===== config.mk =====
export PLATFORM = sky130hd
export DESIGN_NAME = mem_port_arbiter
export DESIGN_NICKNAME = d
export VERILOG_FILES = /design/src/rtl/mem_port_arbiter.sv
export SDC_FILE = /design/constraint.sdc
export NUM_CORES = 1
export LEC_CHECK = 0
export BUFFER_PORTS_ARGS = -buffer_cell sky130_fd_sc_hd__buf_2
export CAP_MARGIN = 5
export CELL_PAD_IN_SITES_DETAIL_PLACEMENT = 0
export CELL_PAD_IN_SITES_GLOBAL_PLACEMENT = 1
export CORE_MARGIN = 2
export CORE_UTILIZATION = 37
export CTS_BUF_LIST = sky130_fd_sc_hd__clkbuf_2
export DETAILED_ROUTE_END_ITERATION = 10
export PLACE_DENSITY_LB_ADDON = 0.1
export SETUP_SLACK_MARGIN = 0.1
export SLEW_MARGIN = 30
export SYNTH_ARGS = -nofsm -noshare
export SYNTH_HDL_FRONTEND = slang
export SYNTH_SLANG_ARGS = --single-unit

===== constraint.sdc =====
create_clock -name clk -period 2.43 [get_ports clk]
set_input_delay 0.486 -clock clk [delete_from_list [all_inputs] [get_ports clk]]
set_output_delay 0.486 -clock clk [all_outputs]
set_load 0.05 [all_outputs]

===== src/rtl/mem_port_arbiter.sv =====
// mem_port_arbiter
//   Shares one single-ported, variable-latency memory between the core's
//   instruction fetch port and its data port. One access is outstanding at a
//   time; each completes with a one-cycle ready pulse on the owning port.
//   Data normally wins a tie, but after STARVE_LIMIT consecutive data grants
//   with fetch waiting, fetch is granted. A BUSY access that sees no mem_ack
//   within TIMEOUT cycles is aborted: the owner gets ready with rdata=0 and
//   the sticky err flag is raised.
//
// Ports
//   clk, reset             rising-edge clock, asynchronous active-low reset
//   if_req/if_addr         fetch request (held until if_ready) and address
//   if_rdata/if_ready      fetched word, one-cycle completion pulse
//   d_req/d_we/d_addr      data request (held until d_ready), 1=store, address
//   d_wdata                store data
//   d_rdata/d_ready        load data, one-cycle completion pulse
//   mem_req/mem_we         memory request (held until ack/timeout), write enable
//   mem_addr/mem_wdata     memory address and write data
//   mem_rdata/mem_ack      memory read data, one-cycle completion
//   err                    sticky timeout flag, cleared only by reset
module mem_port_arbiter #(
  parameter int unsigned AW           = 32,
  parameter int unsigned DW           = 32,
  parameter int unsigned STARVE_LIMIT = 4,
  parameter int unsigned TIMEOUT      = 15
) (
  input  logic          clk,
  input  logic          reset,
  input  logic          if_req,
  input  logic [AW-1:0] if_addr,
  output logic [DW-1:0] if_rdata,
  output logic          if_ready,
  input  logic          d_req,
  input  logic          d_we,
  input  logic [AW-1:0] d_addr,
  input  logic [DW-1:0] d_wdata,
  output logic [DW-1:0] d_rdata,
  output logic          d_ready,
  output logic          mem_req,
  output logic          mem_we,
  output logic [AW-1:0] mem_addr,
  output logic [DW-1:0] mem_wdata,
  input  logic [DW-1:0] mem_rdata,
  input  logic          mem_ack,
  output logic          err
);

  typedef enum logic [1:0] {
    IDLE   = 2'd0,
    BUSY_I = 2'd1,
    BUSY_D = 2'd2,
    RESP   = 2'd3
  } state_t;

  localparam int unsigned SW = $clog2(STARVE_LIMIT + 1);
  localparam int unsigned WW = (TIMEOUT > 1) ? $clog2(TIMEOUT) : 1;
  localparam logic [SW-1:0] STARVE_MAX = SW'(STARVE_LIMIT);
  localparam logic [WW-1:0] WAIT_LAST  = WW'(TIMEOUT - 1);

  state_t        r_state;
  logic          r_owner;       // 0 = fetch, 1 = data
  logic [SW-1:0] r_starve_cnt;
  logic [WW-1:0] r_wait_cnt;

  logic w_grant_d;
  logic w_timeout;

  assign w_grant_d = d_req && (!if_req || (r_starve_cnt < STARVE_MAX));
  assign w_timeout = (r_wait_cnt == WAIT_LAST);

  always_ff @(posedge clk or negedge reset) begin
    if (!reset) begin
      r_state      <= IDLE;
      r_owner      <= 1'b0;
      r_starve_cnt <= '0;
      r_wait_cnt   <= '0;
      mem_req      <= 1'b0;
      mem_we       <= 1'b0;
      mem_addr     <= '0;
      mem_wdata    <= '0;
      if_rdata     <= '0;
      if_ready     <= 1'b0;
      d_rdata      <= '0;
      d_ready      <= 1'b0;
      err          <= 1'b0;
    end else begin
      case (r_state)
        IDLE: begin
          r_wait_cnt <= '0;
          if (w_grant_d) begin
            r_state   <= BUSY_D;
            r_owner   <= 1'b1;
            mem_req   <= 1'b1;
            mem_we    <= d_we;
            mem_addr  <= d_addr;
            mem_wdata <= d_wdata;
            // Only a data grant that bypasses a waiting fetch counts toward
            // starvation; the limit check above keeps this from overflowing.
            r_starve_cnt <= if_req ? r_starve_cnt + 1'b1 : '0;
          end else if (if_req) begin
            r_state      <= BUSY_I;
            r_owner      <= 1'b0;
            mem_req      <= 1'b1;
            mem_we       <= 1'b0;
            mem_addr     <= if_addr;
            r_starve_cnt <= '0;
          end else begin
            r_starve_cnt <= '0;
          end
        end

        BUSY_I, BUSY_D: begin
          if (mem_ack) begin
            r_state    <= RESP;
            r_wait_cnt <= '0;
            mem_req    <= 1'b0;
            mem_we     <= 1'b0;
            if (r_owner) begin
              d_ready <= 1'b1;
              if (!mem_we) d_rdata <= mem_rdata;
            end else begin
              if_ready <= 1'b1;
              if_rdata <= mem_rdata;
            end
          end else if (w_timeout) begin
            r_state    <= RESP;
            r_wait_cnt <= '0;
            mem_req    <= 1'b0;
            mem_we     <= 1'b0;
            err        <= 1'b1;
            if (r_owner) begin
              d_ready <= 1'b1;
              d_rdata <= '0;
            end else begin
              if_ready <= 1'b1;
              if_rdata <= '0;
            end
          end else begin
            r_wait_cnt <= r_wait_cnt + 1'b1;
          end
        end

        RESP: begin
          r_state  <= IDLE;
          if_ready <= 1'b0;
          d_ready  <= 1'b0;
        end

        default: r_state <= IDLE;
      endcase
    end
  end

endmodule


### Word-level counts from Yosys, hierarchy flattened

Cells that the tools add are included.

* reductions and logical operators: 17
* equality and inequality tests: 7
* magnitude comparators: 1
* bitwise logic cells: 2
* mux-type cells: 38
* $add $sub $neg: 2

Operators by type and width (number)
* $mux 32: 11
* $mux 1: 13
* $reduce_and 3->1: 3
* $mux 2: 4
* $mux 4: 2
* $pmux 1 s2: 4
* $pmux 4 s2: 1
* $reduce_and 2->1: 4
* $reduce_bool 2->1: 4
* $mux 3: 2
* $ne 3x3->1 const B: 2
* $pmux 2 s3: 1
* $add 4x1->4 const B: 1
* $eq 2x2->1 const B: 2
* $eq 4x4->1 const B: 1
* $reduce_and 4->1: 1
* $add 3x1->3 const B: 1
* $lt 3x3->1 const B: 1
* $eq 2x1->1 const B: 1
* $logic_not 2->1: 1
* $ne 2x2->1 const B: 1
* $not 1->1: 2
* $reduce_or 2->1: 1
* $logic_and 1x1->1: 1
* 2 further kinds: 2

* register bits: 143
* input port bits: 134
* word-level logic and storage cells: 80
* output and inout port bits: 133

### Depth between registers and ports, before layout

Gate-level depths: netlist (run 1).

* depth in word-level cells: 5
* gate-level depth with buffers: 7
* depth with buffers taken out: 5

### Worst setup path before layout (run 1)

Ideal clock, no wire load.

* path kind: register -> register
* start: register r_state[0]
* end: register r_state[0]
* path slack: 662 ps
* arrival: 1643 ps
* data required time: 2305 ps
* library setup time: 125 ps
* clock period less this slack: 1768 ps
* path buffers: 2
* stages on the path, launching flop included: 8
* path through: dfrtp_1 inv_1 ha_1 buf_4 nor2b_1 buf_4 a22oi_4 mux2_2

* cells in the longest elaborated chain, start to end: 4
* elaborated cells between the ends (all ways): 9
* classes of those cells: eq/ne: 5; mux: 1; reduce/logical: 3

Ends and longest elaborated chain
* start, declared: line 60 `state_t r_state;`
* start signal, assigned: line 73 `r_state <= IDLE;`
* start signal, assigned: line 91 `r_state <= BUSY_D;`
* start signal, assigned: line 101 `r_state <= BUSY_I;`
* $eq 2x1->1 or $eq 2x2->1 (tied branches): line 87 `case (r_state)`
* $reduce_or 2->1: line 87
* $ne 3x3->1 (no source line)
* $reduce_and 2->1 (no source line)

Parallel ways exist; a longest one is shown, timed or not.
A chain may end at the register's enable or synchronous reset.

### Final worst setup path (run 1)

* start: register r_starve_cnt[2]
* end: register mem_addr[0]

* cells in the longest elaborated chain, start to end: 5
* elaborated cells between the ends (all ways): 6
* classes of those cells: order compare: 1; mux: 1; reduce/logical: 4

Ends and longest elaborated chain
* start, declared: line 62 `logic [SW-1:0] r_starve_cnt;`
* start signal, assigned: line 99 `r_starve_cnt <= if_req ? r_starve_cnt + 1'b1 : '0;`
* $lt 3x3->1 (*): line 68 `assign w_grant_d = d_req && (!if_req || (r_starve_cnt < STARVE_MAX));`
* $logic_or 1x1->1 (*): line 68
* $logic_and 1x1->1 (*): line 68
* $reduce_bool 2->1 (no source line)
* $reduce_and 2->1 (no source line)
* end signal, assigned: line 95 `mem_addr <= d_addr;`
* end signal, assigned: line 105 `mem_addr <= if_addr;`
* end, declared: line 41 `output logic [AW-1:0] mem_addr,`

Every way passes the cells marked *; elsewhere a longest branch is shown, timed or not.

==> impl_metrics.env, run 1 <==
export IMPL_netlist_area_um2=5890
export IMPL_reg_to_reg_setup_timing_slack_ps=440
export IMPL_placement_rows=46
export IMPL_synth_yosys_warnings=0
export IMPL_gp_congestion=0.756
export IMPL_final_total_pwr_mw=13.2
export IMPL_max_vdd_ir_drop_mv=0.619
export IMPL_start_util_pct=37.5
export IMPL_synth_flop_cell="sky130_fd_sc_hd__dfrtp_1"
export IMPL_critical_path_peak_fanout=36
export IMPL_critical_path_slowest_cell="sky130_fd_sc_hd__dlygate4sd3_1"
export IMPL_hold_path_class="input port to flop"
export IMPL_use_met3_pct=5.45
export IMPL_post_synth_main_area_contributors="sky130_fd_sc_hd__dfrtp_1 61%, sky130_fd_sc_hd__a22o_1 9.5%, sky130_fd_sc_hd__mux2_4 7.1%"
export IMPL_setup_repair_after_global_routing_missed_its_margin="false"
export IMPL_timing_critical_path_cells="a21boi_4 -> buf_12 -> mux2i_1 -> dlygate4sd3_1 -> o21ai_0"
export IMPL_syn_mean_instance_area_um2=13.6
export IMPL_cts_made_buffers=17
export IMPL_tns_ps=0
export IMPL_min_delay_start="if_addr[5]"
export IMPL_status="completed"
export IMPL_power_density_nw_per_um2=1560
export IMPL_leakage_nw=4.51
export IMPL_max_slew_margin_pct=62.3
export IMPL_ys_seq_elements=143
export IMPL_yosys_top_cells_count="143 x sky130_fd_sc_hd__dfrtp_1, 64 x sky130_fd_sc_hd__a22o_1, 42 x sky130_fd_sc_hd__nand2_1"
export IMPL_critPathArrivalTime_ps=2530
export IMPL_synth_edf_count=0
export IMPL_coreArea_um2=15700
export IMPL_reg2reg_from="r_starve_cnt[2]$_DFFE_PN0N_"
export IMPL_synth_cell_types=36
export IMPL_num_vias=4723
export IMPL_fmaxAchievable_mhz=504
export IMPL_clock_skew_final_ps=23.1
export IMPL_globalRouteMet2Util_pct=28.8
export IMPL_vias_in_the_first_global_route=4698
export IMPL_ys_seq_area_share_pct=60.8
export IMPL_grt_start_max_net_pins=65
export IMPL_clk_root_buffer_cell="sky130_fd_sc_hd__clkbuf_2"
export IMPL_synthCells=434
export IMPL_critPathLaunch="r_starve_cnt[2]$_DFFE_PN0N_"
export IMPL_synthesized_net_count=575
export IMPL_drv_max_cap_violation_count=0
export IMPL_startpoint_type="flop"
export IMPL_hpwlAfterDp_um=10300
export IMPL_grt_busiest_layer="met2"
export IMPL_number_of_routed_nets_with_antenna_violations=0
export IMPL_finalSetupViolations=0
export IMPL_clk_transition_reported_paths_ps=210
export IMPL_grt_met1_usage_pct=23.5
export IMPL_required_ps=2980
export IMPL_crit_path_max_incr_delay_ps=560
export IMPL_synthToLayoutAreaGrowth_pct=43.8
export IMPL_number_of_top_level_pins=267
export IMPL_cts_sinks=143
export IMPL_place_port_buffers=266
export IMPL_synth_top_area_share_pct=60.8
export IMPL_finalNetCount=918
export IMPL_n_fill_cell=1409
export IMPL_worst_skew_pair_late_latency_ps=670
export IMPL_drive_above_1_share_pct=43.7
export IMPL_die_width_um=130
export IMPL_finalCriticalPeriod_ps=1990
export IMPL_clock_tree_from_tritoncts="built"
export IMPL_number_of_max_slew_violations_in_the_final_report=0
export IMPL_grt_pass1_wl_um=23900
export IMPL_die_height_um=130
export IMPL_cts_htree_levels=4
export IMPL_total_wirelength_of_the_detailed_routed_design_um=15500
export IMPL_drt_pass1_iter_count=4
export IMPL_critPathKind="flop to flop"
export IMPL_clockBufferDepth=2
export IMPL_postSynth_asyncResetShare_pct=100
export IMPL_max_slew_worst_pin_slew_ps=566
export IMPL_worst_setup_path_end_kind="flop"
export IMPL_drt_iter0_drc=214
export IMPL_vias_per_cell=4.69
export IMPL_grt_ovfl_total=0
export IMPL_drc=0
export IMPL_detail_route_wl_per_cell_um=15.4
export IMPL_finalCritPeriodShare_pct=81.7
export IMPL_hold_viol_final=0
export IMPL_floorplan_die_area_um2=16900
export IMPL_synth_largest_area_cell="sky130_fd_sc_hd__dfrtp_1"
export IMPL_antenna_violations_before_repair=1
export IMPL_yosysMostFrequentCell="sky130_fd_sc_hd__dfrtp_1"
export IMPL_grt_usage_pct=18.1
## layout make-up
| type | count | area, µm² | share of cell area [%] |
|---|---|---|---|
| clock inverters | 12 | 145 | 1.71 |
| repair buffers | 353 | 2240 | 26.4 |
| well taps | 216 | 270 | 3.19 |
| multi-input cells | 252 | 2110 | 24.9 |
| flip-flops and latches | 143 | 3580 | 42.2 |
| clock buffers | 19 | 95.1 | 1.12 |
| diodes | 1 | 2.50 | 0.0295 |
| inverters | 10 | 37.5 | 0.443 |
## layer usage
metal  vias to the layer above  part of all wire [%]
met2                       186                    48
met1                      2249                    43
li1                       2265                     -
met4                         0                   1.8
met5                         -                     0
met3                        23                   7.2
## critical path, delay by kind of cell, from the launching register on
family          cells  cell delay (ps)
compound gates      2              330
buf+inv             2              840
flops               1              460
mux                 1              220
## flip-flops by register name (all words and copies together), names as in the netlist
name and count:
if_ready 1, r_state 2, r_starve_cnt 3, d_ready 1
mem_addr 32, if_rdata 32, mem_wdata 32, d_rdata 32
r_owner 1, mem_we 1, mem_req 1, err 1
r_wait_cnt 4
## cells by family (layout without fill, tap and decap cells)
| group | Yosys count | count (layout) | share of synthesized area, % |
|---|---|---|---|
| other | 0 | 1 | 0 |
| flip-flops | 143 | 143 | 60.8 |
| buffers and inverters | 39 | 394 | 3.93 |
| AND/OR/NAND/NOR | 60 | 60 | 4.76 |
| AO/OA/AOI/OAI | 117 | 117 | 15.0 |
| multiplexers | 68 | 68 | 14.0 |
| adder cells (fa/ha/maj) | 7 | 7 | 1.49 |
## cells in the final DEF, fill, tap and decap left out, types with 2 or more instances in the layout
cell type                         n
sky130_fd_sc_hd__a21oi_1          3
sky130_fd_sc_hd__a22o_1          64
sky130_fd_sc_hd__buf_12           4
sky130_fd_sc_hd__buf_2          265
sky130_fd_sc_hd__buf_4            5
sky130_fd_sc_hd__bufinv_16        3
sky130_fd_sc_hd__clkbuf_2        19
sky130_fd_sc_hd__clkinv_2         4
sky130_fd_sc_hd__clkinvlp_4       3
sky130_fd_sc_hd__dfrtp_1        143
sky130_fd_sc_hd__dlygate4sd3_1   78
sky130_fd_sc_hd__ha_1             7
sky130_fd_sc_hd__inv_1           10
sky130_fd_sc_hd__mux2_2           5
sky130_fd_sc_hd__mux2_4          28
sky130_fd_sc_hd__mux2i_1         35
sky130_fd_sc_hd__nand2_1         42
sky130_fd_sc_hd__nand3_1          3
sky130_fd_sc_hd__nand4_1          6
sky130_fd_sc_hd__nor2_1           2
sky130_fd_sc_hd__o21ai_0         35
sky130_fd_sc_hd__o311ai_0         2
## through the flow
stage	cell area [µm²]	utilization (%)	setup WS [ps]	cells	hold WS (ps)
floorplan	5890	-	662	434	190
CTS	8450	53.8	386	1003	1.32
detailed placement	7450	47.4	473	896	449
global placement	7450	47.4	569	896	458
global route	8470	53.9	171	1006	2.36
finish	8470	53.9	445	1006	84.8
## final timing paths
path | cells after the start | end
worst max-delay path | 5 | mem_addr[0]$_DFFE_PN0P_
worst min-delay path | 3 | mem_addr[5]$_DFFE_PN0P_
worst max register to register | 5 | mem_addr[0]$_DFFE_PN0P_
worst min register to register | 1 | err$_DFFE_PN0P_
max in group asynchronous | 3 | d_rdata[28]$_DFFE_PN0P_
min in group asynchronous | 2 | if_rdata[10]$_DFFE_PN0P_
## where the power goes
part,internal [mW],switching (mW)
Combinational,2.22,5.50
Sequential,3.49,0.618
Clock,0.565,0.835
Total,6.27,6.96
## repair_timing
| item | CTS | global route |
|---|---|---|
| resized for setup | 0 | 0 |
| setup buffers | 0 | 0 |
| endpoints found under the setup margin | 0 | 0 |
| hold buffers | 76 | 2 |
| hold endpoints to repair | 153 | 2 |
Power figures use the tool's default switching activity.
==> inputs of run 2 (changes only) <==
ABC_AREA = 1   (was not set)
CORE_UTILIZATION = 35   (was 37)
clock period = 2 ns   (was 2.43 ns; I/O delays follow)
==> impl_metrics.env, run 2 <==
export IMPL_status="completed"
export IMPL_drv_max_cap_violation_count=0
export IMPL_hold_path_class="input port to async pin"
export IMPL_vias_per_cell=4.49
export IMPL_grt_ovfl_total=0
export IMPL_most_common_cell_after_layout_fill_and_taps_aside="sky130_fd_sc_hd__nand2_1"
export IMPL_fmaxAchievable_mhz=565
export IMPL_max_slew_worst_pin_slew_ps=615
export IMPL_antenna_violations_before_repair=1
export IMPL_drt_iter0_drc=284
export IMPL_cts_made_buffers=17
export IMPL_detail_route_wl_per_cell_um=14.2
export IMPL_start_util_pct=35.8
export IMPL_crit_path_max_incr_delay_ps=440
export IMPL_final_cell_mix="476 x sky130_fd_sc_hd__nand2_1, 143 x sky130_fd_sc_hd__dfrtp_1, 136 x sky130_fd_sc_hd__buf_2, 134 x sky130_fd_sc_hd__dlygate4sd3_1, 88 x sky130_fd_sc_hd__buf_4"
export IMPL_coreArea_um2=18000
export IMPL_leakage_nw=5.92
export IMPL_cts_htree_levels=4
export IMPL_postLayoutCellArea_um2=10200
export IMPL_setup_repair_after_global_routing_missed_its_margin="true"
export IMPL_yosys_top_cells_count="476 x sky130_fd_sc_hd__nand2_1, 143 x sky130_fd_sc_hd__dfrtp_1, 48 x sky130_fd_sc_hd__inv_1"
export IMPL_critical_path_peak_fanout=2
export IMPL_synth_yosys_warnings=0
export IMPL_number_of_max_slew_violations_in_the_final_report=0
export IMPL_hpwlAfterDp_um=14100
export IMPL_max_slew_margin_pct=59.0
export IMPL_finalCriticalPeriod_ps=1770
export IMPL_synthCells=826
export IMPL_finalSetupViolations=0
export IMPL_timing_critical_path_cells="clkbuf_4"
export IMPL_synth_largest_area_cell="sky130_fd_sc_hd__dfrtp_1"
export IMPL_total_wirelength_of_the_detailed_routed_design_um=21100
export IMPL_synth_flop_cell="sky130_fd_sc_hd__dfrtp_1"
export IMPL_drc=0
export IMPL_number_of_routed_nets_with_antenna_violations=0
export IMPL_gp_congestion=0.776
export IMPL_placement_rows=49
export IMPL_standard_cell_area_after_detailed_placement_um2=8080
export IMPL_final_total_pwr_mw=16.8
export IMPL_clock_skew_final_ps=30.8
export IMPL_instances_no_fill=1486
export IMPL_synth_edf_count=0
export IMPL_hold_viol_final=0
export IMPL_finalCritPeriodShare_pct=88.6
export IMPL_drt_pass1_iter_count=4
export IMPL_power_density_nw_per_um2=1640
export IMPL_ys_seq_elements=143
export IMPL_critPathArrivalTime_ps=1370
export IMPL_number_of_cells_after_detailed_placement=1298
export IMPL_clk_root_buffer_cell="sky130_fd_sc_hd__clkbuf_2"
export IMPL_clock_tree_from_tritoncts="built"
export IMPL_critPathBufInv=1
export IMPL_synth_top_area_share_pct=55.4
export IMPL_grt_usage_pct=21.4
export IMPL_required_ps=1600
export IMPL_die_width_um=140
export IMPL_yosysMostFrequentCell="sky130_fd_sc_hd__nand2_1"
export IMPL_critPathKind="flop to output pin"
export IMPL_post_synth_main_area_contributors="sky130_fd_sc_hd__dfrtp_1 55%, sky130_fd_sc_hd__nand2_1 28%, sky130_fd_sc_hd__nand4_1 3.2%"
export IMPL_n_fill_cell=1718
export IMPL_grt_start_max_net_pins=65
export IMPL_syn_mean_instance_area_um2=7.81
export IMPL_place_port_buffers=266
export IMPL_synth_cell_types=25
export IMPL_vias_in_the_first_global_route=6645
export IMPL_die_height_um=140
export IMPL_tns_ps=0
export IMPL_synthesized_net_count=967
export IMPL_worst_skew_pair_late_latency_ps=720
export IMPL_synthToLayoutAreaGrowth_pct=58.7
export IMPL_clockBufferDepth=2
export IMPL_finalNetCount=1384
export IMPL_crit_family="flip-flops"
export IMPL_grt_pass1_wl_um=33500
export IMPL_ys_seq_area_share_pct=55.4
export IMPL_cts_sinks=143
export IMPL_num_vias=6673
export IMPL_startpoint_type="flop"
export IMPL_drive_above_1_share_pct=27.8
export IMPL_postSynth_asyncResetShare_pct=100
export IMPL_worst_setup_path_end_kind="output pin"
export IMPL_clk_transition_reported_paths_ps=250
export IMPL_netlist_area_um2=6450
export IMPL_final_critical_path_setup_slack_ps=229
export IMPL_floorplan_die_area_um2=19500
export IMPL_max_vdd_ir_drop_mv=0.976
export IMPL_dp_worst_setup_slack_ps=314
export IMPL_critical_path_slowest_cell="sky130_fd_sc_hd__dfrtp_1"
export IMPL_number_of_top_level_pins=267
[run 2: path summary, 6_finish.rpt]
path / startpoint / endpoint / slack, ps / cells after the start
setup / recovery: d_rdata[4]$_DFFE_PN0P_ / d_rdata[4] / 230 / 1
min in group clk: d_wdata[0] / mem_wdata[0]$_DFFE_PN0P_ / 380 / 4
hold / removal: reset / d_rdata[10]$_DFFE_PN0P_ / 150 / 2
setup reg to reg: r_starve_cnt[2]$_DFFE_PN0N_ / mem_addr[19]$_DFFE_PN0P_ / 260 / 8
max in group asynchronous: reset / d_rdata[31]$_DFFE_PN0P_ / 1210 / 3
hold reg to reg: d_rdata[12]$_DFFE_PN0P_ / d_rdata[12]$_DFFE_PN0P_ / 500 / 2
[run 2: repair_timing]
| action | 4_1_cts | 5_1_grt |
|---|---|---|
| buffers inserted | 0 | 21 |
| hold buffers | 134 | 0 |
| setup endpoints to repair | 58 | 120 |
| pin swaps | 0 | 0 |
| resized for setup | 58 | 129 |
| endpoints found under the hold margin | 276 | 0 |
[run 2: layer usage]
| layer | vias up | track usage (%) | wire, µm |
|---|---|---|---|
| li1 | 3380 | - | - |
| met1 | 3071 | 26.9 | 9290 |
| met2 | 209 | 35.7 | 10100 |
| met3 | 13 | 7.33 | 1500 |
| met4 | 0 | 5.26 | 159 |
| met5 | - | 0 | 0 |
[run 2: power by group]
group | switching, mW | internal, mW
clock | 1.19 | 0.361
sequential | 0.768 | 4.11
combinational | 7.16 | 3.17
total | 9.12 | 7.64
[run 2: cell type report]
class | count | area (µm²) | share of cell area, %
antenna | 1 | 2.50 | 0.0244
clock buffer | 17 | 85.1 | 0.831
clock inverter | 15 | 125 | 1.22
inverter | 51 | 191 | 1.87
multi-input combinational | 588 | 2470 | 24.1
sequential | 143 | 3580 | 34.9
tap | 229 | 287 | 2.80
timing repair buffer | 442 | 3500 | 34.2
[run 2: logic make-up after synthesis]
logic type               Yosys count  share of synthesized area (%)
XOR/XNOR                           1                          0.136
buffers and inverters             95                           6.30
flip-flops                       143                           55.4
adder cells (fa/ha/maj)            7                           1.36
AND/OR/NAND/NOR                  565                           35.4
AO/OA/AOI/OAI                     15                           1.34
[run 2: metrics by stage]
stage               hold WS [ps]  util, %
floorplan                    104        -
global placement             370     44.8
CTS                         53.9     54.3
detailed placement           372     44.8
finish                       152     56.8
global route                74.5     56.8
==> inputs of run 3 (changes only) <==
CORE_UTILIZATION = 38   (was 35)
clock period = 2.09 ns   (was 2 ns; I/O delays follow)
==> impl_metrics.env, run 3 (synthesized netlist as in run 2, its figures left out) <==
export IMPL_max_vdd_ir_drop_mv=0.825
export IMPL_required_ps=2730
export IMPL_hold_path_class="input port to async pin"
export IMPL_final_total_pwr_mw=15.3
export IMPL_grt_busiest_layer="met2"
export IMPL_coreArea_um2=16600
export IMPL_critPathLaunch="if_req"
export IMPL_die_width_um=134
export IMPL_drt_iter0_drc=386
export IMPL_globalRouteMet2Util_pct=38.9
export IMPL_critPathKind="input port to flop"
export IMPL_tns_ps=0
export IMPL_grt_start_max_net_pins=53
export IMPL_fmaxAchievable_mhz=541
export IMPL_use_met3_pct=6.65
export IMPL_synthToLayoutAreaGrowth_pct=50.0
export IMPL_grt_ovfl_total=0
export IMPL_clockBufferDepth=2
export IMPL_drive_above_1_share_pct=26.3
export IMPL_reg2reg_from="r_starve_cnt[2]$_DFFE_PN0N_"
export IMPL_drv_max_cap_violation_count=0
export IMPL_setup_repair_after_global_routing_missed_its_margin="true"
export IMPL_n_fill_cell=1611
export IMPL_instances_no_fill=1452
export IMPL_grt_met1_usage_pct=27.2
export IMPL_grt_pass1_wl_um=32100
export IMPL_cts_sinks=143
export IMPL_finalNetCount=1359
export IMPL_critical_path_peak_fanout=26
export IMPL_max_slew_margin_pct=69.1
export IMPL_placement_rows=47
export IMPL_grt_usage_pct=22.5
export IMPL_number_of_top_level_pins=267
export IMPL_clock_skew_final_ps=25.8
export IMPL_finalCriticalPeriod_ps=1850
export IMPL_startpoint_type="input port"
export IMPL_most_common_cell_after_layout_fill_and_taps_aside="sky130_fd_sc_hd__nand2_1"
export IMPL_worst_setup_path_end_kind="flop"
export IMPL_cts_made_buffers=17
export IMPL_vias_per_cell=4.58
export IMPL_antenna_violations_before_repair=1
export IMPL_clock_tree_from_tritoncts="built"
export IMPL_finalSetupViolations=0
export IMPL_power_density_nw_per_um2=1580
export IMPL_total_wirelength_of_the_detailed_routed_design_um=20000
export IMPL_floorplan_die_area_um2=18000
export IMPL_drt_pass1_iter_count=5
export IMPL_cts_htree_levels=4
export IMPL_start_util_pct=38.9
export IMPL_detail_route_wl_per_cell_um=13.7
export IMPL_die_height_um=134
export IMPL_status="completed"
export IMPL_leakage_nw=5.76
export IMPL_gp_congestion=0.765
export IMPL_finalCritPeriodShare_pct=88.5
export IMPL_hpwlAfterDp_um=13300
export IMPL_num_vias=6649
export IMPL_place_port_buffers=266
export IMPL_clk_transition_reported_paths_ps=230
export IMPL_number_of_routed_nets_with_antenna_violations=0
export IMPL_drc=0
export IMPL_clk_root_buffer_cell="sky130_fd_sc_hd__clkbuf_2"
export IMPL_final_cell_mix="476 x sky130_fd_sc_hd__nand2_1, 263 x sky130_fd_sc_hd__buf_2, 143 x sky130_fd_sc_hd__dfrtp_1, 133 x sky130_fd_sc_hd__dlygate4sd3_1, 48 x sky130_fd_sc_hd__inv_1"
export IMPL_hold_viol_final=0
export IMPL_critPathArrivalTime_ps=2490
export IMPL_number_of_cells_after_detailed_placement=1286
export IMPL_worst_skew_pair_late_latency_ps=720
export IMPL_max_slew_worst_pin_slew_ps=463
export IMPL_number_of_max_slew_violations_in_the_final_report=0
export IMPL_vias_in_the_first_global_route=6572
export IMPL_post_cts_repair_setup_buffers=0
-- run 3: cell types whose count changed in the layout (fill, tap and decap cells not counted), moves of 2 or more --
cell,delta
sky130_fd_sc_hd__inv_6,-2
sky130_fd_sc_hd__buf_6,-32
sky130_fd_sc_hd__bufinv_16,+4
sky130_fd_sc_hd__buf_4,-74
sky130_fd_sc_hd__buf_2,+127
sky130_fd_sc_hd__clkbuf_4,-45
-- run 3: path summary, 6_finish.rpt --
path                                       endpoint  slack (ps)  cells after the start
max                        mem_addr[29]$_DFFE_PN0P_         240                     11
min                        if_rdata[10]$_DFFE_PN0P_         160                      2
max reg2reg                mem_addr[29]$_DFFE_PN0P_         250                      9
min reg2reg                 if_rdata[0]$_DFFE_PN0P_         490                      2
max in group asynchronous   mem_addr[5]$_DFFE_PN0P_        1280                      3
min in group clk           mem_wdata[9]$_DFFE_PN0P_         420                      4
-- run 3: per-layer routing --
layer  routed length (µm)  vias to the layer above  share of wire (%)
li1                     -                     3328                  -
met4                  232                        0                1.2
met2                 9790                      217                 49
met1                 8630                     3086                 43
met5                    0                        -                  0
met3                 1290                       18                6.5
-- run 3: critical path: stages --
cell and delay (ps):
sky130_fd_sc_hd__dlygate4sd3_1 530, sky130_fd_sc_hd__buf_2 140, sky130_fd_sc_hd__nand2_1 100, sky130_fd_sc_hd__nand2_4 110, sky130_fd_sc_hd__clkinv_2 180, sky130_fd_sc_hd__buf_8 230
sky130_fd_sc_hd__nand2_1 70, sky130_fd_sc_hd__nand2_1 50, sky130_fd_sc_hd__dlygate4sd3_1 550, sky130_fd_sc_hd__nand2_1 60, sky130_fd_sc_hd__nand2_1 50
-- run 3: stage by stage --
| step | setup WS [ps] | util [%] | hold slack (ps) | area [µm²] |
|---|---|---|---|---|
| 6_report | 240 | 58.4 | 155 | 9680 |
| 5_1_grt | 78.6 | 58.4 | 81.0 | 9680 |
| 4_1_cts | 111 | 58.3 | 93.2 | 9660 |
| 3_5_place_dp | 385 | 48.5 | 383 | 8040 |
| 3_3_place_gp | 374 | 48.5 | 380 | 8040 |
| 2_1_floorplan | 577 | - | 122 | 6450 |
-- run 3: layout make-up --
type                       instances  area [µm²]  area share [%]
tap                              220         275            2.84
inverter                          51         193            1.99
antenna                            1        2.50          0.0259
timing repair buffer             417        2870            29.6
clock buffer                      17        85.1           0.879
sequential                       143        3580            37.0
clock inverter                    15         209            2.16
multi-input combinational        588        2470            25.5
-- run 3: what timing repair did --
item / 4_1_cts / 5_1_grt
resized for setup: 0 / 6
hold buffers: 133 / 0
setup endpoints to repair: 0 / 17
hold endpoints to repair: 275 / 0
-- run 3: power by group --
part           switching, mW  internal, mW
Sequential             0.643          3.93
Combinational           6.75          2.05
Clock                   1.11         0.807
